--- config.mk ---
export PLATFORM = sky130hd
export DESIGN_NAME = read_arbiter
export DESIGN_NICKNAME = d
export VERILOG_FILES = /design/src/rtl/read_arb_pkg.sv /design/src/rtl/sync2.sv /design/src/rtl/read_arbiter.sv
export SDC_FILE = /design/constraint.sdc
export NUM_CORES = 1
export LEC_CHECK = 0
export BUFFER_PORTS_ARGS = -buffer_cell sky130_fd_sc_hd__buf_4
export CAP_MARGIN = 20
export CORE_ASPECT_RATIO = 1.25
export CORE_UTILIZATION = 53
export CTS_CLUSTER_DIAMETER = 80
export DETAILED_ROUTE_END_ITERATION = 16
export PLACE_DENSITY = 0.86
export SETUP_SLACK_MARGIN = 0.3
export SKIP_CTS_REPAIR_TIMING = 1
export SYNTH_ARGS = -nofsm -noshare
export SYNTH_HDL_FRONTEND = slang
export SYNTH_HIERARCHICAL = 1
export SYNTH_SLANG_ARGS = --single-unit
--- constraint.sdc ---
create_clock -name clk100 -period 5.9 [get_ports clk100]
set_clock_uncertainty 0.15 [all_clocks]
set_input_delay 1.18 -clock clk100 [delete_from_list [all_inputs] [get_ports clk100]]
set_output_delay 1.18 -clock clk100 [all_outputs]
set_load 0.05 [all_outputs]
--- src/rtl/read_arb_pkg.sv ---
// Shared constants for the slow-port read arbiter: default sizing, FSM encoding
// and a round-robin helper.
package read_arb_pkg;

    // Default sizing.
    localparam int unsigned DefNreq    = 4;
    localparam int unsigned DefAw      = 16;
    localparam int unsigned DefDw      = 32;
    localparam int unsigned DefTimeout = 255;

    // Controller state encoding.
    localparam logic [1:0] StIdle    = 2'd0;
    localparam logic [1:0] StReq     = 2'd1;
    localparam logic [1:0] StDone    = 2'd2;
    localparam logic [1:0] StRelease = 2'd3;

    // Index following idx in a ring of n entries.
    function automatic logic [31:0] rr_next(input logic [31:0] idx, input int unsigned n);
        logic [31:0] nxt;
        nxt = idx + 32'd1;
        if (nxt >= n) begin
            nxt = '0;
        end
        return nxt;
    endfunction

endpackage

--- src/rtl/sync2.sv ---
// Two-flop synchronizer for a single asynchronous level.
module sync2 (
    input  logic clk100,
    input  logic reset,
    input  logic d_i,
    output logic q_o
);

    logic meta_q, meta_d;
    logic sync_q, sync_d;

    // Next-state of the two-stage chain.
    always_comb begin
        meta_d = d_i;
        sync_d = meta_q;
    end

    // Chain registers, cleared by the synchronous reset.
    always_ff @(posedge clk100) begin
        if (reset) begin
            meta_q <= 1'b0;
            sync_q <= 1'b0;
        end else begin
            meta_q <= meta_d;
            sync_q <= sync_d;
        end
    end

    assign q_o = sync_q;

endmodule

--- src/rtl/read_arbiter.sv ---
// Round-robin arbiter sharing one slow-domain read port between NREQ requesters.
// The slow side answers with a 4-phase read_f/ack_s handshake; ack_s is
// synchronized before use and a per-transaction timeout bounds the wait.
module read_arbiter
    import read_arb_pkg::*;
#(
    parameter int unsigned NREQ    = DefNreq,
    parameter int unsigned AW      = DefAw,
    parameter int unsigned DW      = DefDw,
    parameter int unsigned TIMEOUT = DefTimeout
) (
    input  logic                 clk100,
    input  logic                 reset,
    input  logic [NREQ-1:0]      req_i,
    input  logic [NREQ*AW-1:0]   addr_i,
    output logic [NREQ-1:0]      ack_o,
    output logic                 err_o,
    output logic [DW-1:0]        rdata_o,
    output logic                 read_f,
    output logic [AW-1:0]        addr_f,
    input  logic                 ack_s,
    input  logic [DW-1:0]        rdata_s
);

    localparam int unsigned IdxW = (NREQ > 1) ? $clog2(NREQ) : 1;
    localparam int unsigned CntW = 16;
    localparam logic [CntW:0] TimeoutVal = (CntW + 1)'(TIMEOUT);

    logic              ack_q;

    logic [1:0]        state_q, state_d;
    logic [IdxW-1:0]   ptr_q, ptr_d;
    logic [IdxW-1:0]   gnt_q, gnt_d;
    logic [CntW-1:0]   cnt_q, cnt_d;
    logic              err_q, err_d;
    logic [DW-1:0]     rdata_q, rdata_d;
    logic              read_f_q, read_f_d;
    logic [AW-1:0]     addr_f_q, addr_f_d;
    // Blocks grants for two cycles after reset so the synchronizer reflects
    // the real ack_s level before IDLE trusts ack_q=0.
    logic [1:0]        rst_hold_q, rst_hold_d;

    logic              win_found;
    logic [IdxW-1:0]   win_idx;
    logic [AW-1:0]     win_addr;
    logic [31:0]       rr_pos;
    logic [CntW:0]     cnt_inc;

    sync2 u_ack_sync (
        .clk100 (clk100),
        .reset  (reset),
        .d_i    (ack_s),
        .q_o    (ack_q)
    );

    // Round-robin search for the first active request at or after ptr_q.
    always_comb begin
        win_found = 1'b0;
        win_idx   = '0;
        rr_pos    = '0;
        for (int unsigned i = 0; i < NREQ; i++) begin
            rr_pos = 32'(ptr_q) + i;
            if (rr_pos >= NREQ) begin
                rr_pos = rr_pos - NREQ;
            end
            if (!win_found && req_i[rr_pos[IdxW-1:0]]) begin
                win_found = 1'b1;
                win_idx   = rr_pos[IdxW-1:0];
            end
        end
        win_addr = addr_i[32'(win_idx) * AW +: AW];
    end

    // Transaction controller next-state.
    always_comb begin
        state_d    = state_q;
        ptr_d      = ptr_q;
        gnt_d      = gnt_q;
        cnt_d      = cnt_q;
        err_d      = err_q;
        rdata_d    = rdata_q;
        read_f_d   = read_f_q;
        addr_f_d   = addr_f_q;
        rst_hold_d = {1'b0, rst_hold_q[1]};
        cnt_inc    = {1'b0, cnt_q} + 1'b1;

        case (state_q)
            StIdle: begin
                // A high ack_q here is a leftover (late or post-reset) ack; wait it out.
                if (win_found && !ack_q && (rst_hold_q == 2'b00)) begin
                    state_d  = StReq;
                    read_f_d = 1'b1;
                    addr_f_d = win_addr;
                    gnt_d    = win_idx;
                    ptr_d    = IdxW'(rr_next(32'(win_idx), NREQ));
                    cnt_d    = '0;
                    err_d    = 1'b0;
                end
            end
            StReq: begin
                cnt_d = cnt_inc[CntW-1:0];
                // An ack arriving on the last allowed cycle still wins over the timeout.
                if (ack_q) begin
                    rdata_d  = rdata_s;
                    err_d    = 1'b0;
                    read_f_d = 1'b0;
                    state_d  = StDone;
                end else if (cnt_inc == TimeoutVal) begin
                    err_d    = 1'b1;
                    read_f_d = 1'b0;
                    state_d  = StDone;
                end
            end
            StDone: begin
                state_d = StRelease;
            end
            StRelease: begin
                if (!ack_q) begin
                    state_d = StIdle;
                end
            end
            default: begin
                state_d  = StIdle;
                read_f_d = 1'b0;
            end
        endcase
    end

    // Controller registers with synchronous active-high reset.
    always_ff @(posedge clk100) begin
        if (reset) begin
            state_q    <= StIdle;
            ptr_q      <= '0;
            gnt_q      <= '0;
            cnt_q      <= '0;
            err_q      <= 1'b0;
            rdata_q    <= '0;
            read_f_q   <= 1'b0;
            addr_f_q   <= '0;
            rst_hold_q <= 2'b11;
        end else begin
            state_q    <= state_d;
            ptr_q      <= ptr_d;
            gnt_q      <= gnt_d;
            cnt_q      <= cnt_d;
            err_q      <= err_d;
            rdata_q    <= rdata_d;
            read_f_q   <= read_f_d;
            addr_f_q   <= addr_f_d;
            rst_hold_q <= rst_hold_d;
        end
    end

    // Completion pulse is a decode of the one-cycle DONE state.
    always_comb begin
        ack_o = '0;
        err_o = 1'b0;
        if (state_q == StDone) begin
            ack_o[gnt_q] = 1'b1;
            err_o        = err_q;
        end
    end

    assign rdata_o = rdata_q;
    assign read_f  = read_f_q;
    assign addr_f  = addr_f_q;

endmodule
==> results.cfg, run 1 <==
[critical_path]
r2r_slack_ns = 3.38
endpoint_kind = flop
worstPathRequired_ns = 5.98
crit_type = input pin to flop
start_kind = input pin
reg2reg_to = ptr_q[0]
cp_max_fo = 12
r2r_cells = 8
timing.rr.start = ptr_q[1]
critical_path_arrival_ns = 3.24

[cts]
cts_max_path_buffers = 2
cts_root_buf = clkbuf_8
clkTransAtPathRegs_ns = 0.08
cts_sinks = 76
cts_tree = done
cts_buffers = 9
cts-htree-levels = 3
worstSkewPairLatency_ns = 0.36

[sta]
final_hold_viol_count = 0
worst-slew-pin-transition_ns = 1.10
min_period_ns = 3.16
slew_viol_final = 0
timing.fmax_ghz = 0.316
min_period_over_period_pct = 53.6
finalSetupViolCount = 0
rsz0062_at_grt = false
tns_ns = 0
slew_headroom_pct = 27.0

[layout]
fin_cells = 710
fillers = 528
multiInputGateArea_um2 = 2260
n_antenna_cell = 0
area_delta_synth_final_pct = 34.7
mostFrequentLayoutCells = 158 x buf_4, 83 x nand2_1, 76 x dfxtp_1
final_nets = 726
final_common_cell = buf_4
regArea_um2 = 1520
drive_gt1_share_pct = 32.4

[synth]
synthDistinctLibCells = 52
synth_nets = 594
yosys.area.top_type = dfxtp_1
ys_seq_area_share_pct = 38.4
yosys_warnings = 6
syn_avg_cell_area_um2 = 8.20
synthTopCellsByArea = dfxtp_1 38%, mux2i_1 9.1%, nand2_1 7.9%
synth-seq-cells = 76
synthesis.area_um2 = 3960
synth_top_cell_area_share_pct = 38.4
synth-main-ff-cell = dfxtp_1
synth-edff-count = 0
async_flop_share_pct = 0
synth_cells = 483

[power_and_ir_drop]
power_density_nw_per_um2 = 256
p_seq_share_pct = 40.6
power_uw = 1360
cellLeakagePower_uw = 0.00232
switchingPower_uw = 439
intPower_uw = 925
vdd_ir_drop_max_v = 0.000211
comb_power_share_pct = 26.9
swShare_pct = 32.2
clkPwrFrac_pct = 32.5

[placed_design]
gp_congestion = 0.916
detailed_place_hpwl_um = 8030
port_buffers = 156
dp.cells = 694

[detailed_routing]
ant_nets = 0
vias_per_cell = 5.73
num_vias = 4065
wl_per_cell_um = 15.3
routedLengthMet1_um = 4010
wl_um = 10900
dr.max_layer_used = met4
route.detailed.drc = 0
first_iter_violations = 134
drtPass1Iterations = 4
dr_wl_met3_um = 866
wl_met2_um = 5500

[die]
ios = 157
rows = 34
die_area_um2 = 7820
die_h_um = 98.6
die_x_um = 79.3
core_area_um2 = 7100
initial_utilization_pct = 55.7

[hold_path]
hold_start = rst_hold_q[1]
min_to = rst_hold_q[0]
hp-class = flop to flop
holdPathStages = 1

[global_route]
overflow = 0
grt_antenna_before_repair = 0
grt_start_max_net_pins = 65
grt_pass1_wl_um = 17100
grt_use_total_pct = 27.9
grt_pass1_vias = 3909

[run]
maxCapViolCount = 0

[run_status]
status = finished, final reports clean
==> stage by stage <==
step,worst slack [ns],utilization (%),instance area (µm²),hold slack [ns]
after floorplan,2.77,-,3960,0.260
after global placement,2.47,71.9,5110,0.270
after detailed placement,2.41,71.9,5110,0.279
after CTS,2.78,75.1,5330,0.297
after global routing,2.53,75.1,5330,0.313
final,2.74,75.1,5330,0.293
==> cell type report <==
class | count | share of cell area [%]
inverter | 8 | 0.563
tap | 90 | 2.11
timing repair buffer | 158 | 22.2
clock inverter | 7 | 1.88
multi-input combinational | 362 | 42.4
sequential | 76 | 28.5
clock buffer | 9 | 2.32
==> state kept, by name (all words and copies together) (netlist names), 2 cells and up <==
register,cells
rdata_o,32
addr_f,16
cnt_q,16
gnt_q,2
ptr_q,2
rst_hold_q,2
state_q,2
==> cell usage after synthesis (3+ instances only) <==
master and number:
o21ai_0 27, nand2_1 83, dfxtp_1 76, and3_1 3
buf_2 5, nand4_1 6, buf_1 3, nor3_1 3
a31oi_1 5, mux2_2 16, nand3_1 27, a311oi_1 5
nand2b_1 3, ha_1 8, a21oi_1 56, nor3b_1 4
nor2b_1 5, buf_4 5, o31ai_1 3, mux2i_1 36
inv_1 6, and2_1 3, or3_1 7, nor2_1 25
clkbuf_1 24, and4_1 3
==> logic make-up (layout without fill, tap and decap cells) <==
kind of cell | after synthesis | after routing | share of synthesized area (%)
XOR/XNOR | 3 | 3 | 0.664
buffers and inverters | 45 | 182 | 4.90
AO/OA/AOI/OAI | 110 | 110 | 16.1
multiplexers | 52 | 52 | 13.6
AND/OR/NAND/NOR | 189 | 189 | 23.8
adder cells (fa/ha/maj) | 8 | 8 | 2.53
flip-flops | 76 | 76 | 38.4
==> metal layers <==
layer	vias to the layer above	GRT usage (%)
met5	-	0
met4	0	19.0
met3	42	6.02
met2	179	50.5
met1	1875	27.9
li1	1969	-
==> power by group through the flow <==
stage,registers (µW),clock network [µW],logic (µW)
global placement,564,0,355
floorplan,611,0,195
finish,554,443,367
global route,557,467,400
CTS,554,445,367
detailed placement,566,0,365
==> worst max-delay path, cell delays in order <==
cell and delay, ns:
buf_4 0.13, nor4_1 0.57, nor3_1 0.21, a21oi_1 0.76, a21oi_1 0.10, a31oi_1 0.24, nor3_2 0.05
==> how the worst max path moves through the flow <==
stage / endpoint / start / cells past startpoint
6_report: err_q / req_i[0] / 7
5_1_grt: err_q / req_i[0] / 7
4_1_cts: err_q / req_i[0] / 7
3_5_place_dp: err_q / req_i[0] / 7
3_3_place_gp: err_q / req_i[0] / 7
2_1_floorplan: ack_o[0] / state_q[0] / 3
No activity file was read; power rests on OpenSTA's default activity.
==> run 2, diff against run 1 <==
CORE_UTILIZATION = 49   (was 53)
PLACE_DENSITY = 0.81   (was 0.86)
clock period = 3 ns   (was 5.9 ns; I/O delays follow)
==> results.cfg, run 2 (synthesis results as in run 1) <==
[placed_design]
detailed_place_hpwl_um = 7610
port_buffers = 156
dp_slack_ns = 0.575
gp_congestion = 0.916

[critical_path]
start_kind = flop
crit_type = flop to flop
worstPathRequired_ns = 3.08
cp_max_fo = 7
critical_path_arrival_ns = 2.51
endpoint_kind = flop

[die]
ios = 157
core_area_um2 = 7790
die_area_um2 = 8450
rows = 36
die_h_um = 103
die_x_um = 82.4
initial_utilization_pct = 50.8

[sta]
tns_ns = 0
timing.fmax_ghz = 0.411
min_period_ns = 2.43
rsz0062_at_grt = false
slew_viol_final = 0
slew_headroom_pct = 67.3
final_hold_viol_count = 0
worst-slew-pin-transition_ns = 0.486
min_period_over_period_pct = 81.0
finalSetupViolCount = 0
setup_ws_ns = 0.569
hold_ws_ns = 0.299

[layout]
n_antenna_cell = 0
final_nets = 733
area_delta_synth_final_pct = 36.7
multiInputGateArea_um2 = 2260
largest_reg_flops = 32
regArea_um2 = 1520
mostFrequentLayoutCells = 164 x buf_4, 83 x nand2_1, 76 x dfxtp_1
final_common_cell = buf_4
drive_gt1_share_pct = 33.2
fillers = 639

[cts]
cts_max_path_buffers = 2
cts_tree = done
worstSkewPairLatency_ns = 0.35
cts_root_buf = clkbuf_8
clkTransAtPathRegs_ns = 0.08
cts_sinks = 76
cts-htree-levels = 3
cts_buffers = 9

[detailed_routing]
vias_per_cell = 5.49
wl_um = 10200
ant_nets = 0
drtPass1Iterations = 4
route.detailed.drc = 0
num_vias = 3967
wl_per_cell_um = 14.1
first_iter_violations = 175

[run]
maxCapViolCount = 0

[run_status]
status = finished, final reports clean

[global_route]
grt_pass1_wl_um = 15300
grt_use_total_pct = 23.5
overflow = 0
grt_antenna_before_repair = 0
grt_pass1_vias = 3528
grt_start_max_net_pins = 44

[hold_path]
hp-class = flop to flop

[power_and_ir_drop]
cellLeakagePower_uw = 0.00237
power_uw = 2710
power_density_nw_per_um2 = 501
vdd_ir_drop_max_v = 0.000328
[run 2: worst max-delay path, stage by stage, from the launching register on]
cell and delay (ns):
dfxtp_1 0.47, ha_1 0.30, nand4_1 0.19, o31ai_1 0.25, nand4b_1 0.18, a31oi_1 0.44
mux2i_1 0.24, nand3_1 0.09
[run 2: cell type report]
cell class	count	share of cell area [%]
clock buffers	10	2.54
repair buffers	165	23.1
inverters	8	0.555
well taps	95	2.20
multi-input cells	362	41.7
clock inverters	6	1.73
flip-flops and latches	76	28.1
[run 2: per-stage QoR]
step           utilization, %  cells  cell area (µm²)
4_1_cts                  69.4    722             5410
6_report                 69.4    722             5410
3_3_place_gp             66.5    706             5180
3_5_place_dp             66.5    706             5180
2_1_floorplan               -    483             3960
5_1_grt                  69.4    722             5410
[run 2: worst paths after layout]
check / startpoint / to / slack (ns) / depth (start not counted)
setup reg to reg: cnt_q[0] / state_q[0] / 0.57 / 7
hold reg to reg: u_ack_sync/meta_q / u_ack_sync/q_o / 0.30 / 1
setup / recovery: cnt_q[0] / state_q[0] / 0.57 / 7
hold / removal: u_ack_sync/meta_q / u_ack_sync/q_o / 0.30 / 1
[run 2: layer usage]
| layer | track usage, % | vias to the layer above | part of all wire, % |
|---|---|---|---|
| met2 | 44.1 | 168 | 52 |
| met3 | 4.42 | 18 | 8.5 |
| met4 | 11.2 | 0 | 1.9 |
| li1 | - | 1974 | - |
| met1 | 24.7 | 1807 | 37 |
| met5 | 0 | - | 0 |
[run 2: power breakdown]
| group | switching (µW) | total, µW | internal [µW] |
|---|---|---|---|
| clock network | 387 | 885 | 498 |
| logic | 428 | 736 | 308 |
| registers | 33.1 | 1090 | 1050 |
==> run 3, diff against run 2 <==
clock period = 2.3 ns   (was 3 ns; I/O delays follow)
==> results.cfg, run 3 (synthesis results as in run 1) <==
[layout]
drive_gt1_share_pct = 42.1
final_nets = 759
fillers = 575
largest_reg_flops = 32
mostFrequentLayoutCells = 184 x buf_4, 82 x nand2_1, 62 x dfxtp_1
n_antenna_cell = 0
fin_cells = 748
area_delta_synth_final_pct = 47.4
final_common_cell = buf_4

[critical_path]
worstPathRequired_ns = 2.44
endpoint_kind = flop
crit_end = cnt_q[14]
startpoint = cnt_q[1]
cp_max_fo = 6
crit_type = flop to flop
start_kind = flop
reg2reg_to = cnt_q[14]
r2r_cells = 6
critical_path_arrival_ns = 2.30
r2r_slack_ns = 0.14
timing.rr.start = cnt_q[1]

[cts]
cts_tree = done
cts_buffers = 9
cts_root_buf = clkbuf_8
clkTransAtPathRegs_ns = 0.08
cts_max_path_buffers = 2
worstSkewPairLatency_ns = 0.36
cts_sinks = 76
cts-htree-levels = 3

[sta]
final_hold_viol_count = 0
finalSetupViolCount = 0
min_period_over_period_pct = 93.9
worst-slew-pin-transition_ns = 0.426
slew_headroom_pct = 71.4
min_period_ns = 2.16
timing.fmax_ghz = 0.463
hold_ws_ns = 0.151
slew_viol_final = 0
rsz0062_at_grt = true
tns_ns = 0

[detailed_routing]
drtPass1Iterations = 4
vias_per_cell = 5.57
wl_per_cell_um = 15.6
num_vias = 4164
wl_um = 11600
first_iter_violations = 141
route.detailed.drc = 0
ant_nets = 0

[die]
initial_utilization_pct = 50.8
die_x_um = 82.4
core_area_um2 = 7790
die_h_um = 103
ios = 157
rows = 36
die_area_um2 = 8450

[global_route]
grt_use_total_pct = 25.7
grt_antenna_before_repair = 0
grt_pass1_wl_um = 16600
overflow = 0
grt_start_max_net_pins = 42
grt_pass1_vias = 3789

[placed_design]
port_buffers = 156
gp_congestion = 0.863
detailed_place_hpwl_um = 8170
dp.cells = 718

[run]
maxCapViolCount = 0

[run_status]
status = finished, final reports clean

[power_and_ir_drop]
cellLeakagePower_uw = 0.00253
vdd_ir_drop_max_v = 0.000425
power_density_nw_per_um2 = 624

[hold_path]
hp-class = input pin to flop
run 3: cell types whose count changed in the layout (fill, tap and decap cells not counted), sizes merged:
cell	delta
inv	-2
clkinv	+1
bufinv	-1
clkbuf	+3
buf	+24
clkinvlp	+1
run 3: power breakdown:
part | internal (µW) | switching (µW)
registers | 1380 | 54.2
clock network | 505 | 517
logic | 543 | 650
total | 2420 | 1220
run 3: metrics by stage:
stage / setup WS, ns / util [%] / power [µW] / cell area, µm²
floorplan: 0.304 / - / 2100 / 4040
global placement: 0.178 / 68.7 / 2450 / 5360
detailed placement: 0.0936 / 68.7 / 2480 / 5360
CTS: 0.0731 / 71.2 / 3490 / 5550
global route: 0.0725 / 74.9 / 3820 / 5840
finish: 0.141 / 74.9 / 3640 / 5840
run 3: how the worst min path moves through the flow:
| stage | from | endpoint | depth (start not counted) |
|---|---|---|---|
| 6_report | ack_s | u_ack_sync/meta_q | 2 |
| 5_1_grt | ack_s | u_ack_sync/meta_q | 2 |
| 4_1_cts | ack_s | u_ack_sync/meta_q | 2 |
| 3_5_place_dp | rst_hold_q[1] | rst_hold_q[0] | 1 |
| 3_3_place_gp | rst_hold_q[1] | rst_hold_q[0] | 1 |
| 2_1_floorplan | rst_hold_q[1] | rst_hold_q[0] | 1 |
run 3: metal layers:
layer / wire (µm) / vias up / GRT usage [%]
met5: 0 / - / 0
met4: 268 / 0 / 9.72
met3: 967 / 21 / 8.05
met2: 6400 / 158 / 48.8
met1: 4010 / 1947 / 25.4
li1: - / 2038 / -
run 3: critical path, stage by stage, from the launching register on:
cell,delay (ns)
dfxtp_4,0.41
ha_4,0.16
nand4_1,0.19
buf_4,0.20
or3_4,0.36
or4_4,0.49
a21oi_2,0.13
run 3: final cells by class:
class	count	area (µm²)	share of cell area [%]
Multi-Input combinational cell	362	2420	41.5
Sequential cell	76	1550	26.6
Clock buffer	11	131	2.25
Timing Repair Buffer	191	1510	25.9
Inverter	8	32.5	0.557
Tap cell	95	119	2.04
Clock inverter	5	62.6	1.07
